--- src/rtl/decode_stage_pkg.sv ---
// Shared encodings for the decode stage: opcodes, ALU/result-select codes,
// immediate formats and the decode control bundle.
package decode_stage_pkg;

  localparam int WORD_SIZE = 32;

  localparam logic [6:0] OP_LOAD   = 7'b0000011;
  localparam logic [6:0] OP_STORE  = 7'b0100011;
  localparam logic [6:0] OP_RTYPE  = 7'b0110011;
  localparam logic [6:0] OP_IALU   = 7'b0010011;
  localparam logic [6:0] OP_BRANCH = 7'b1100011;
  localparam logic [6:0] OP_JAL    = 7'b1101111;
  localparam logic [6:0] OP_LUI    = 7'b0110111;

  // addi x0,x0,0 -- what fetch injects when it has nothing useful
  localparam logic [31:0] NOP_INSTR = 32'h0000_0013;

  typedef enum logic [2:0] {
    ALU_ADD = 3'b000,
    ALU_SUB = 3'b001,
    ALU_AND = 3'b010,
    ALU_OR  = 3'b011,
    ALU_XOR = 3'b100,
    ALU_SLT = 3'b101
  } alu_ctl_e;

  typedef enum logic [1:0] {
    RES_ALU = 2'b00,
    RES_MEM = 2'b01,
    RES_PC4 = 2'b10,
    RES_IMM = 2'b11
  } result_src_e;

  typedef enum logic [2:0] {
    IMM_I = 3'd0,
    IMM_S = 3'd1,
    IMM_B = 3'd2,
    IMM_J = 3'd3,
    IMM_U = 3'd4
  } imm_type_e;

  typedef struct packed {
    logic        reg_write;
    logic        mem_write;
    logic        jump;
    logic        branch;
    logic        alu_src;
    result_src_e result_src;
    alu_ctl_e    alu_ctl;
    logic        illegal;
  } ctrl_t;

endpackage

--- src/rtl/decode_stage_if.sv ---
// Fetch/writeback-facing bus of the decode stage; master drives D/W side,
// slave (the decode stage) produces the hazard fields and the E-side registers.
interface decode_if #(
  parameter int WORD_SIZE = decode_stage_pkg::WORD_SIZE
);
  logic [31:0]          InstrD;
  logic [WORD_SIZE-1:0] PCD;
  logic [WORD_SIZE-1:0] PCPlus4D;
  logic                 RegWriteW;
  logic [4:0]           RdW;
  logic [WORD_SIZE-1:0] ResultW;
  logic                 FlushE;
  logic [4:0]           Rs1D;
  logic [4:0]           Rs2D;
  logic                 RegWriteE;
  logic                 MemWriteE;
  logic                 JumpE;
  logic                 BranchE;
  logic                 ALUSrcE;
  logic [1:0]           ResultSrcE;
  logic [2:0]           ALUControlE;
  logic [WORD_SIZE-1:0] RD1E;
  logic [WORD_SIZE-1:0] RD2E;
  logic [WORD_SIZE-1:0] ImmExtE;
  logic [WORD_SIZE-1:0] PCE;
  logic [WORD_SIZE-1:0] PCPlus4E;
  logic [4:0]           Rs1E;
  logic [4:0]           Rs2E;
  logic [4:0]           RdE;
  logic                 IllegalE;

  modport master (
    output InstrD, PCD, PCPlus4D, RegWriteW, RdW, ResultW, FlushE,
    input  Rs1D, Rs2D, RegWriteE, MemWriteE, JumpE, BranchE, ALUSrcE,
           ResultSrcE, ALUControlE, RD1E, RD2E, ImmExtE, PCE, PCPlus4E,
           Rs1E, Rs2E, RdE, IllegalE
  );

  modport slave (
    input  InstrD, PCD, PCPlus4D, RegWriteW, RdW, ResultW, FlushE,
    output Rs1D, Rs2D, RegWriteE, MemWriteE, JumpE, BranchE, ALUSrcE,
           ResultSrcE, ALUControlE, RD1E, RD2E, ImmExtE, PCE, PCPlus4E,
           Rs1E, Rs2E, RdE, IllegalE
  );
endinterface

--- src/rtl/decode_stage_register_file.sv ---
// Architectural register file: two combinational read ports with same-cycle
// write bypass, one write port, x0 hard-wired to zero, async clear.
module register_file #(
  parameter int WORD_SIZE = 32,
  parameter int REG_COUNT = 32
) (
  input  logic                 clk,
  input  logic                 rst,
  input  logic [4:0]           i_ra1,
  input  logic [4:0]           i_ra2,
  output logic [WORD_SIZE-1:0] o_rd1,
  output logic [WORD_SIZE-1:0] o_rd2,
  input  logic                 i_we,
  input  logic [4:0]           i_wa,
  input  logic [WORD_SIZE-1:0] i_wd
);

  logic [WORD_SIZE-1:0] r_regs [REG_COUNT];

  always_ff @(posedge clk or negedge rst) begin
    if (!rst) begin
      for (int i = 0; i < REG_COUNT; i++) r_regs[i] <= '0;
    end else if (i_we && (i_wa != 5'd0)) begin
      r_regs[i_wa] <= i_wd;
    end
  end

  // Writeback lands late in the cycle, so forward it to a matching reader
  always_comb begin
    o_rd1 = r_regs[i_ra1];
    if (i_ra1 == 5'd0)                   o_rd1 = '0;
    else if (i_we && (i_wa == i_ra1))    o_rd1 = i_wd;

    o_rd2 = r_regs[i_ra2];
    if (i_ra2 == 5'd0)                   o_rd2 = '0;
    else if (i_we && (i_wa == i_ra2))    o_rd2 = i_wd;
  end

endmodule

--- src/rtl/decode_stage.sv ---
// Decode stage: control decode, immediate extension, register read and the
// D/E pipeline register with flush-to-bubble.
module decode_stage
  import decode_stage_pkg::*;
#(
  parameter int WORD_SIZE = decode_stage_pkg::WORD_SIZE,
  parameter int REG_COUNT = 32
) (
  input  logic   clk,
  input  logic   rst,
  decode_if.slave bus
);

  logic [6:0]  w_opcode;
  logic [2:0]  w_funct3;
  logic        w_funct7_5;
  alu_ctl_e    w_alu_op;
  logic        w_alu_legal;
  ctrl_t       w_ctrl;
  imm_type_e   w_imm_type;
  logic signed [WORD_SIZE-1:0] w_imm;
  logic [WORD_SIZE-1:0] w_rd1;
  logic [WORD_SIZE-1:0] w_rd2;

  ctrl_t                       r_ctrl_p1;
  logic [WORD_SIZE-1:0]        r_rd1_p1;
  logic [WORD_SIZE-1:0]        r_rd2_p1;
  logic signed [WORD_SIZE-1:0] r_imm_p1;
  logic [WORD_SIZE-1:0]        r_pc_p1;
  logic [WORD_SIZE-1:0]        r_pc4_p1;
  logic [4:0]                  r_rs1_p1;
  logic [4:0]                  r_rs2_p1;
  logic [4:0]                  r_rd_p1;

  function automatic logic signed [WORD_SIZE-1:0] imm_extend(
    input logic [31:0] instr,
    input imm_type_e   imm_type
  );
    logic signed [WORD_SIZE-1:0] imm;
    case (imm_type)
      IMM_S:   imm = WORD_SIZE'($signed({instr[31:25], instr[11:7]}));
      IMM_B:   imm = WORD_SIZE'($signed({instr[31], instr[7], instr[30:25],
                                         instr[11:8], 1'b0}));
      IMM_J:   imm = WORD_SIZE'($signed({instr[31], instr[19:12], instr[20],
                                         instr[30:21], 1'b0}));
      IMM_U:   imm = WORD_SIZE'({instr[31:12], 12'b0});
      default: imm = WORD_SIZE'($signed(instr[31:20]));
    endcase
    return imm;
  endfunction

  assign w_opcode   = bus.InstrD[6:0];
  assign w_funct3   = bus.InstrD[14:12];
  assign w_funct7_5 = bus.InstrD[30];
  assign bus.Rs1D   = bus.InstrD[19:15];
  assign bus.Rs2D   = bus.InstrD[24:20];

  // Only register-register add turns into sub; addi ignores bit 30
  always_comb begin
    w_alu_legal = 1'b1;
    w_alu_op    = ALU_ADD;
    case (w_funct3)
      3'b000:  w_alu_op = ((w_opcode == OP_RTYPE) && w_funct7_5) ? ALU_SUB : ALU_ADD;
      3'b111:  w_alu_op = ALU_AND;
      3'b110:  w_alu_op = ALU_OR;
      3'b100:  w_alu_op = ALU_XOR;
      3'b010:  w_alu_op = ALU_SLT;
      default: w_alu_legal = 1'b0;
    endcase
  end

  always_comb begin
    w_ctrl     = '0;
    w_imm_type = IMM_I;
    case (w_opcode)
      OP_LOAD: begin
        w_ctrl.reg_write  = 1'b1;
        w_ctrl.alu_src    = 1'b1;
        w_ctrl.result_src = RES_MEM;
      end
      OP_STORE: begin
        w_ctrl.mem_write = 1'b1;
        w_ctrl.alu_src   = 1'b1;
        w_imm_type       = IMM_S;
      end
      OP_RTYPE: begin
        if (w_alu_legal) begin
          w_ctrl.reg_write = 1'b1;
          w_ctrl.alu_ctl   = w_alu_op;
        end else begin
          w_ctrl.illegal = 1'b1;
        end
      end
      OP_IALU: begin
        if (w_alu_legal) begin
          w_ctrl.reg_write = 1'b1;
          w_ctrl.alu_src   = 1'b1;
          w_ctrl.alu_ctl   = w_alu_op;
        end else begin
          w_ctrl.illegal = 1'b1;
        end
      end
      OP_BRANCH: begin
        w_ctrl.branch  = 1'b1;
        w_ctrl.alu_ctl = ALU_SUB;
        w_imm_type     = IMM_B;
      end
      OP_JAL: begin
        w_ctrl.reg_write  = 1'b1;
        w_ctrl.jump       = 1'b1;
        w_ctrl.result_src = RES_PC4;
        w_imm_type        = IMM_J;
      end
      OP_LUI: begin
        w_ctrl.reg_write  = 1'b1;
        w_ctrl.result_src = RES_IMM;
        w_imm_type        = IMM_U;
      end
      default: w_ctrl.illegal = 1'b1;
    endcase
  end

  assign w_imm = imm_extend(bus.InstrD, w_imm_type);

  register_file #(
    .WORD_SIZE (WORD_SIZE),
    .REG_COUNT (REG_COUNT)
  ) u_register_file (
    .clk   (clk),
    .rst   (rst),
    .i_ra1 (bus.InstrD[19:15]),
    .i_ra2 (bus.InstrD[24:20]),
    .o_rd1 (w_rd1),
    .o_rd2 (w_rd2),
    .i_we  (bus.RegWriteW),
    .i_wa  (bus.RdW),
    .i_wd  (bus.ResultW)
  );

  // ---- D/E boundary: a flush loads an all-zero bubble ----
  always_ff @(posedge clk or negedge rst) begin
    if (!rst) begin
      r_ctrl_p1 <= '0;
      r_rd1_p1  <= '0;
      r_rd2_p1  <= '0;
      r_imm_p1  <= '0;
      r_pc_p1   <= '0;
      r_pc4_p1  <= '0;
      r_rs1_p1  <= '0;
      r_rs2_p1  <= '0;
      r_rd_p1   <= '0;
    end else if (bus.FlushE) begin
      r_ctrl_p1 <= '0;
      r_rd1_p1  <= '0;
      r_rd2_p1  <= '0;
      r_imm_p1  <= '0;
      r_pc_p1   <= '0;
      r_pc4_p1  <= '0;
      r_rs1_p1  <= '0;
      r_rs2_p1  <= '0;
      r_rd_p1   <= '0;
    end else begin
      r_ctrl_p1 <= w_ctrl;
      r_rd1_p1  <= w_rd1;
      r_rd2_p1  <= w_rd2;
      r_imm_p1  <= w_imm;
      r_pc_p1   <= bus.PCD;
      r_pc4_p1  <= bus.PCPlus4D;
      r_rs1_p1  <= bus.InstrD[19:15];
      r_rs2_p1  <= bus.InstrD[24:20];
      r_rd_p1   <= bus.InstrD[11:7];
    end
  end

  assign bus.RegWriteE   = r_ctrl_p1.reg_write;
  assign bus.MemWriteE   = r_ctrl_p1.mem_write;
  assign bus.JumpE       = r_ctrl_p1.jump;
  assign bus.BranchE     = r_ctrl_p1.branch;
  assign bus.ALUSrcE     = r_ctrl_p1.alu_src;
  assign bus.ResultSrcE  = r_ctrl_p1.result_src;
  assign bus.ALUControlE = r_ctrl_p1.alu_ctl;
  assign bus.IllegalE    = r_ctrl_p1.illegal;
  assign bus.RD1E        = r_rd1_p1;
  assign bus.RD2E        = r_rd2_p1;
  assign bus.ImmExtE     = r_imm_p1;
  assign bus.PCE         = r_pc_p1;
  assign bus.PCPlus4E    = r_pc4_p1;
  assign bus.Rs1E        = r_rs1_p1;
  assign bus.Rs2E        = r_rs2_p1;
  assign bus.RdE         = r_rd_p1;

endmodule

--- src/flat_wrapper.sv ---
// flat-port wrapper written by rule: the top's interface ports become plain ports
module decode_stage_flat import decode_stage_pkg::*;
#(
  parameter int WORD_SIZE = decode_stage_pkg::WORD_SIZE,
  parameter int REG_COUNT = 32
)
  (clk, rst, bus_InstrD, bus_PCD, bus_PCPlus4D, bus_RegWriteW, bus_RdW, bus_ResultW, bus_FlushE, bus_Rs1D, bus_Rs2D, bus_RegWriteE, bus_MemWriteE, bus_JumpE, bus_BranchE, bus_ALUSrcE, bus_ResultSrcE, bus_ALUControlE, bus_RD1E, bus_RD2E, bus_ImmExtE, bus_PCE, bus_PCPlus4E, bus_Rs1E, bus_Rs2E, bus_RdE, bus_IllegalE);
  decode_if #(.WORD_SIZE(WORD_SIZE)) bus_i ();
  input  logic clk;
  input  logic rst;
  input wire logic [$bits(bus_i.InstrD)-1:0] bus_InstrD;
  input wire logic [$bits(bus_i.PCD)-1:0] bus_PCD;
  input wire logic [$bits(bus_i.PCPlus4D)-1:0] bus_PCPlus4D;
  input wire logic [$bits(bus_i.RegWriteW)-1:0] bus_RegWriteW;
  input wire logic [$bits(bus_i.RdW)-1:0] bus_RdW;
  input wire logic [$bits(bus_i.ResultW)-1:0] bus_ResultW;
  input wire logic [$bits(bus_i.FlushE)-1:0] bus_FlushE;
  output wire logic [$bits(bus_i.Rs1D)-1:0] bus_Rs1D;
  output wire logic [$bits(bus_i.Rs2D)-1:0] bus_Rs2D;
  output wire logic [$bits(bus_i.RegWriteE)-1:0] bus_RegWriteE;
  output wire logic [$bits(bus_i.MemWriteE)-1:0] bus_MemWriteE;
  output wire logic [$bits(bus_i.JumpE)-1:0] bus_JumpE;
  output wire logic [$bits(bus_i.BranchE)-1:0] bus_BranchE;
  output wire logic [$bits(bus_i.ALUSrcE)-1:0] bus_ALUSrcE;
  output wire logic [$bits(bus_i.ResultSrcE)-1:0] bus_ResultSrcE;
  output wire logic [$bits(bus_i.ALUControlE)-1:0] bus_ALUControlE;
  output wire logic [$bits(bus_i.RD1E)-1:0] bus_RD1E;
  output wire logic [$bits(bus_i.RD2E)-1:0] bus_RD2E;
  output wire logic [$bits(bus_i.ImmExtE)-1:0] bus_ImmExtE;
  output wire logic [$bits(bus_i.PCE)-1:0] bus_PCE;
  output wire logic [$bits(bus_i.PCPlus4E)-1:0] bus_PCPlus4E;
  output wire logic [$bits(bus_i.Rs1E)-1:0] bus_Rs1E;
  output wire logic [$bits(bus_i.Rs2E)-1:0] bus_Rs2E;
  output wire logic [$bits(bus_i.RdE)-1:0] bus_RdE;
  output wire logic [$bits(bus_i.IllegalE)-1:0] bus_IllegalE;
  assign bus_i.InstrD = bus_InstrD;
  assign bus_i.PCD = bus_PCD;
  assign bus_i.PCPlus4D = bus_PCPlus4D;
  assign bus_i.RegWriteW = bus_RegWriteW;
  assign bus_i.RdW = bus_RdW;
  assign bus_i.ResultW = bus_ResultW;
  assign bus_i.FlushE = bus_FlushE;
  assign bus_Rs1D = bus_i.Rs1D;
  assign bus_Rs2D = bus_i.Rs2D;
  assign bus_RegWriteE = bus_i.RegWriteE;
  assign bus_MemWriteE = bus_i.MemWriteE;
  assign bus_JumpE = bus_i.JumpE;
  assign bus_BranchE = bus_i.BranchE;
  assign bus_ALUSrcE = bus_i.ALUSrcE;
  assign bus_ResultSrcE = bus_i.ResultSrcE;
  assign bus_ALUControlE = bus_i.ALUControlE;
  assign bus_RD1E = bus_i.RD1E;
  assign bus_RD2E = bus_i.RD2E;
  assign bus_ImmExtE = bus_i.ImmExtE;
  assign bus_PCE = bus_i.PCE;
  assign bus_PCPlus4E = bus_i.PCPlus4E;
  assign bus_Rs1E = bus_i.Rs1E;
  assign bus_Rs2E = bus_i.Rs2E;
  assign bus_RdE = bus_i.RdE;
  assign bus_IllegalE = bus_i.IllegalE;
  decode_stage #(.WORD_SIZE(WORD_SIZE), .REG_COUNT(REG_COUNT)) u_core (.clk(clk), .rst(rst), .bus(bus_i));
endmodule
--- config.mk ---
export PLATFORM = sky130hd
export DESIGN_NAME = decode_stage_flat
export DESIGN_NICKNAME = d
export VERILOG_FILES = /design/src/rtl/decode_stage_pkg.sv /design/src/rtl/decode_stage_if.sv /design/src/rtl/decode_stage_register_file.sv /design/src/rtl/decode_stage.sv /design/src/flat_wrapper.sv
export SDC_FILE = /design/constraint.sdc
export NUM_CORES = 2
export LEC_CHECK = 0
export CAP_MARGIN = 20
export CORE_UTILIZATION = 60
export CTS_BUF_LIST = sky130_fd_sc_hd__clkbuf_8
export DETAILED_ROUTE_END_ITERATION = 12
export GPL_TIMING_DRIVEN = 0
export PLACE_DENSITY = 0.87
export SETUP_SLACK_MARGIN = 0.05
export SLEW_MARGIN = 15
export SYNTH_ARGS = -nofsm -noshare
export SYNTH_HDL_FRONTEND = slang
export SYNTH_HIERARCHICAL = 1
export SYNTH_SLANG_ARGS = --single-unit
--- constraint.sdc ---
create_clock -name clk -period 2 [get_ports clk]
set_input_delay 0.3 -clock clk [delete_from_list [all_inputs] [get_ports clk]]
set_output_delay 0.3 -clock clk [all_outputs]
set_load 0.02 [all_outputs]
---- Word-level counts from Yosys, hierarchy flattened ----
Index checks and enable logic that the tools add are counted.
storage, ports and cells
  input bits .............................. 137
  word-level logic and storage cells ...... 124
  output and inout bits ................... 196
  bits in registers ....................... 1210
cells by class
  equal/unequal tests ..................... 17
  bitwise logic cells ..................... 3
  $lt $le $gt $ge ......................... 4
  muxes and demuxes ....................... 38
  reduce and logical (&&, ||, !) cells .... 14
operators by type and width
  operator              count
  $bwmux W1024          1
  $mux W32              14
  $bmux W32 S5          2
  $demux W32 S5         1
  $pmux W31 S4          1
  $eq A7 B6 Y1 const B  3
  $ge A6 B6 Y1 const B  3
  $not A5 Y6            3
  $mux W5               3
  $pmux W3 S5           1
  $eq A7 B7 Y1 const B  2
  $eq A3 B3 Y1 const B  4
  $pmux W3 S4           1
  $mux W11              1
  $eq A5 B5 Y1          2
  $logic_not A5 Y1      2
  $reduce_or A5 Y1      2
  $eq A3 B2 Y1 const B  3
  $eq A7 B2 Y1 const B  1
  $eq A7 B5 Y1 const B  1
  $mux W1               7
  $lt A6 B1 Y1 const B  1
  $pmux W1 S2           3
  $pmux W2 S3           1
  other kinds (8)       13

---- Longest topological paths before layout ----
  depth after elaboration ................. 7
  gate-level depth with buffers ........... 12
  mapped depth without buffers ............ 7

---- Modules after synthesis ----
The synthesis kept the hierarchy.
by module, submodules not included
  module         seq. area each (um2)  area an instance (um2)  times used  cells an instance
  register_file  25624.6               55560.8                 1           3868
  decode_stage   4654.5                6262.3                  1           455

---- Worst setup path before layout ----
No wires, ideal clock.
  path type ............................... in2reg
  start ................................... input port bus_InstrD[15]
  end ..................................... register u_core.r_rd1_p1[4], in the netlist u_core/bus.RD1E[4]
  arrival ................................. 2014 ps
  setup time .............................. 132 ps
  stages on the path ...................... 9
  data required time ...................... 1868 ps
  setup slack ............................. -146 ps
  buffers on the path ..................... 3
  cells stage by stage .................... buf_6 -> buf_12 -> buf_2 -> mux4_2 -> mux2i_1 -> a21oi_1 -> nor4_1 -> nor2_1 -> nor2b_1
on the way
  cells in the longest elaborated chain, start to end .. 7
  elaborated cells between the ends (all ways) .. 10
  those cells by class .................... eq/ne (1); mux (6); bitwise (1); reduce/logical (2)
ends and longest elaborated chain
  item                                         line                              source
  start, declared                              flat_wrapper.sv:11                input wire logic [$bits(bus_i.InstrD)-1:0] bus_InstrD;
  $not A5 Y6 (implied by the code)             decode_stage_register_file.sv:30  o_rd1 = r_regs[i_ra1];
  $bmux W32 S5                                 decode_stage_register_file.sv:30
  $mux W32 (implied by the code) (2 in a row)  decode_stage_register_file.sv:30
  $mux W32                                     decode_stage_register_file.sv:32  else if (i_we && (i_wa == i_ra1)) o_rd1 = i_wd;
  $mux W32 *                                   decode_stage_register_file.sv:31  if (i_ra1 == 5'd0) o_rd1 = '0;
  via u_core.w_rd1[4]                          decode_stage.sv:22                logic [WORD_SIZE-1:0] w_rd1;
  $mux W32 *                                   decode_stage.sv:152               end else if (bus.FlushE) begin
  end signal, assigned                         decode_stage.sv:164               r_rd1_p1 <= w_rd1;
  end, declared                                decode_stage.sv:26                logic [WORD_SIZE-1:0] r_rd1_p1;
The timed path passes the listed nets; every way through them passes the cells marked *. The select of a mux whose other input is x is not followed.
A chain may end at the register's enable or synchronous reset.

---- Worst setup path in the final report ----
  start ................................... input port bus_InstrD[22]
  end ..................................... register u_core.r_rd2_p1[31], in the netlist u_core/bus.RD2E[31]
on the way
  cells in the longest elaborated chain, start to end .. 7
  elaborated cells between the ends (all ways) .. 10
  those cells by class .................... eq/ne (1); mux (6); bitwise (1); reduce/logical (2)
ends and longest elaborated chain
  item                                         line                              source
  $not A5 Y6 (implied by the code)             decode_stage_register_file.sv:34  o_rd2 = r_regs[i_ra2];
  $bmux W32 S5                                 decode_stage_register_file.sv:34
  $mux W32 (implied by the code) (2 in a row)  decode_stage_register_file.sv:34
  $mux W32                                     decode_stage_register_file.sv:36  else if (i_we && (i_wa == i_ra2)) o_rd2 = i_wd;
  $mux W32 *                                   decode_stage_register_file.sv:35  if (i_ra2 == 5'd0) o_rd2 = '0;
  via u_core.w_rd2[31]                         decode_stage.sv:23                logic [WORD_SIZE-1:0] w_rd2;
  $mux W32 *                                   decode_stage.sv:152
  end signal, assigned                         decode_stage.sv:165               r_rd2_p1 <= w_rd2;
  end, declared                                decode_stage.sv:27                logic [WORD_SIZE-1:0] r_rd2_p1;
Marks and branches as above.

==> metrics.md <==
| Metric | Value |
|---|---|
| Pwr per Cell Area | 953 mW/mm2 |
| GPL Wtd Cong | between 1 and 1.5 |
| Comb power frac | 0.254 |
| Status | complete, but fails checks |
| Clk pwr share | 0.305 |
| Simple-Gate Fraction of Synth Area | 0.0399 |
| CTS root buf | clkbuf_8 |
| Fin cells | 6600 |
| Switching share of power | 0.321 |
| Unique masters post-synth | 69 |
| Final Skew | about 0.057 ns |
| Number of synthesized flops with an enable pin | 0 |
| Setup crit start | bus_InstrD[22] |
| Area share of fa/ha/maj cells after synthesis | 0 |
| Pint | 49.1 mW |
| Failing checks | negative hold slack, negative setup slack |
| CP endpoint kind | flop |
| Synth Register Bits | 1210 |
| Fin crit period | 2.27 ns |
| Worst setup margin | -0.270 ns |
| H-tree depth reported by CTS | 4 |
| R2R Path End | u_core/bus.RD1E[31]$_DFF_PN0_ |
| Initial Utilization | 0.607 |
| First drt pass iteration count | 9 |
| Final nets | 5190 |
| Number of max-capacitance violations reported | 0 |
| Placed cells | 6034 |
| Min-Delay Path Class | in -> async |
| Largest family of logic cells by synthesized area | multiplexers |
| Cell Area, Synth | 0.0618 mm2 |
| Port bufs | between 300 and 400 |
| Post-route ant nets | 0 |
| Routed via count | 50.5k |
| Crit Reg-Reg Startpoint | u_core/u_register_file/r_regs[31]$_DFFE_PN0P_ |
| Maximum clock rate | 441 MHz |
| Tot GR Track Use | 0.534 |
| Psw | 23.2 mW |
| RSZ-0062 raised after global routing | true |
| Footprint of the multi-input gates | 0.0308 mm2 |
| Final clock period utilization by the worst path | 1.13 |
| Most frequent cells in the layout | dfrtp_1, mux2_2, mux4_2 |
| Post-Route WL | 280000 um |
| P_leak | 33.8 nW |
| Vias in the first global route | 48.6k |
| Chip Height | about 320 um |
| Area grow syn2layout | 22.7% |
| CP Max Fanout | 10 |
| Maximum root-to-sink buffer count | 3 |
| Synth Instances | 4323 |
| CTS tree | built |
| Total grt overflow | 0 |
| Commonest non-fill, non-tap cell in the layout | dfrtp_1 |
| WS Path Type | in -> reg |
| DRC | 0 |
| Register area | 0.0303 mm2 |
| CP Launch Type | input pin |
| Yosys warnings | 6 |
| Syn Nets | about 4.5k |
| Worst slack at placement | -3.21 ns |
| Core Rows | 117 |
| Layout cells sized above 1 | 0.461 |
| Largest net degree at the start of global routing | 157 |
| Syn avg cell area | 14.3 um2 |
| Drt wl/cell | 42.5 um |
| Peak VDD IR | 0.795 mV |
| Initial antenna violation count | 29 |
| Hold_ws | -0.701 ns |
| Final slew viol count | 0 |
| Clock latency on the worst-skew pair | 0.92 ns |
| Top FF cell, synth | dfrtp_1 |
| Num CTS Buffers | 196 |
| Worst reg2reg path depth | 6 |
| Critical Path RT | 2.75 ns |
| Clock slew at reported path FFs | 0.06 ns |
| Post-DP HPWL | roughly 190000 um |
| Sink Count | 1210 |
| Worst slew pin tran | 1.45 ns |
| Hold Fails Final Rpt | 707 |
| Core area | 0.102 mm2 |
| # IOs | roughly 330 |
| Die area | 0.104 mm2 |
| Die X | about 320 um |
| Sequential share of power | 0.442 |
| Initial DRC Count | 8985 |
| Layout fillers | between 6k and 7k |
| Via density | 7.66 |
| Post-Synth XOR/XNOR Area | 0.00156 |
| Final setup vio count | 97 |
| First-pass GRT wire length | 376000 um |
| Asr flop ratio synth | 1.00 |
| CP Data Arrival Time | 3.02 ns |
| Flop2flop setup slack | -0.21 ns |
| Compound-cell area share of the yosys netlist | 0.0569 |
| Sequential share of the synthesized area | 0.490 |
| Mux cell area share after synthesis | 0.372 |
| Max-slew headroom | 0.0361 |
==> power groups by stage <==
| stage | combinational, mW | clock, mW | sequential (mW) |
|---|---|---|---|
| floorplan | 9.70 | 0 | 31.3 |
| finish | 18.3 | 22.0 | 31.9 |
| CTS | 16.6 | 21.8 | 31.6 |
| detailed placement | 15.4 | 0 | 32.0 |
| global route | 18.4 | 23.0 | 32.2 |
| global placement | 14.6 | 0 | 31.8 |
==> kinds of logic (layout without fill, tap and decap cells) <==
group,count (synthesis),count (layout)
muxes,1678,1678
and+or+nand+nor,439,439
AOI/OAI and AO/OA,509,509
DFF,1210,1210
buffers and inverters,476,1358
other,0,27
xor gates and xnor gates,11,11
==> layout make-up <==
class	count	area share
Clock inverter	102	0.00726
Inverter	8	0.000478
Sequential cell	1210	0.399
Clock buffer	248	0.0450
Timing Repair Buffer	538	0.0700
Buffer	462	0.0484
Multi-Input combinational cell	2637	0.406
Tap cell	1368	0.0226
Antenna cell	27	0.000891
==> state kept, by name (all words and copies together), names as in the netlist <==
signal / flops
u_core/bus.ResultSrcE: 2
u_core/bus.RegWriteE: 1
u_core/bus.RdE: 5
u_core/u_register_file/r_regs: 1024
u_core/bus.BranchE: 1
u_core/bus.JumpE: 1
u_core/bus.MemWriteE: 1
u_core/bus.Rs1E: 5
u_core/bus.IllegalE: 1
u_core/bus.ALUControlE: 3
u_core/bus.PCE: 32
u_core/bus.ALUSrcE: 1
u_core/bus.ImmExtE: 32
u_core/bus.Rs2E: 5
u_core/bus.PCPlus4E: 32
u_core/bus.RD1E: 32
u_core/bus.RD2E: 32
==> layer usage <==
layer / global-route usage / up-vias / routed length (um)
li1: - / 17900 / -
met1: 0.604 / 25300 / 87300
met2: 0.688 / 5510 / 108000
met3: 0.353 / 1792 / 54000
met4: 0.440 / 46 / 30100
met5: 0.0394 / - / 802
==> synthesized netlist by cell type, types with 61 or more instances <==
| master | n | share of area |
|---|---|---|
| dfrtp_1 | 1210 | 0.49 |
| buf_2 | 92 | 0.0074 |
| mux4_2 | 389 | 0.14 |
| o21ai_0 | 78 | 0.0063 |
| a22oi_1 | 71 | 0.0086 |
| mux2i_1 | 254 | 0.041 |
| nor2b_1 | 197 | 0.020 |
| a21oi_1 | 95 | 0.0077 |
| mux2_2 | 1032 | 0.19 |
| clkbuf_1 | 229 | 0.014 |
| nand2_1 | 64 | 0.0039 |
| buf_1 | 63 | 0.0038 |
| nor2_1 | 61 | 0.0037 |
==> per-stage QoR <==
stage	total power, mW	area [um2]	util	setup TNS (ns)	hold WS, ns
after floorplan	41.0	62100	-	-0.480	0.00441
after global placement	46.4	67100	0.658	-	0.454
after detailed placement	47.4	67400	0.662	-993.21	0.213
after CTS	70.0	74400	0.730	-0.317	-0.740
after global routing	73.7	75800	0.744	-1.12	-0.699
final	72.3	75900	0.744	-7.19	-0.701
==> worst max-delay path, stage by stage <==
cell	delay [ns]
buf_2	0.32
buf_2	0.30
buf_4	0.40
buf_8	0.42
mux2i_4	0.41
o21ai_1	0.11
a221o_2	0.53
nor2b_4	0.18
==> repair_timing <==
action | 4_1_cts | 5_1_grt
hold buffers | 71 | 4
gates resized for setup | 799 | 192
cloned | 2 | 6
setup buffers | 40 | 70
endpoints found under the hold margin | 709 | 554
pin swaps | 50 | 64
endpoints found under the setup margin | 549 | 208
==> worst max-delay path by stage <==
stage / to / slack (ns) / depth (start not counted)
2_1_floorplan: u_core/bus.RD2E[28]$_DFF_PN0_ / -0.04 / 10
3_3_place_gp: u_core/u_register_file/r_regs[145]$_DFFE_PN0P_ / -53.58 / 1
3_5_place_dp: u_core/bus.RD1E[29]$_DFF_PN0_ / -3.21 / 9
4_1_cts: u_core/bus.RD1E[31]$_DFF_PN0_ / -0.14 / 6
5_1_grt: u_core/bus.RD2E[29]$_DFF_PN0_ / -0.14 / 6
6_report: u_core/bus.RD2E[31]$_DFF_PN0_ / -0.27 / 8
No activity file was read; power rests on OpenSTA's default activity.
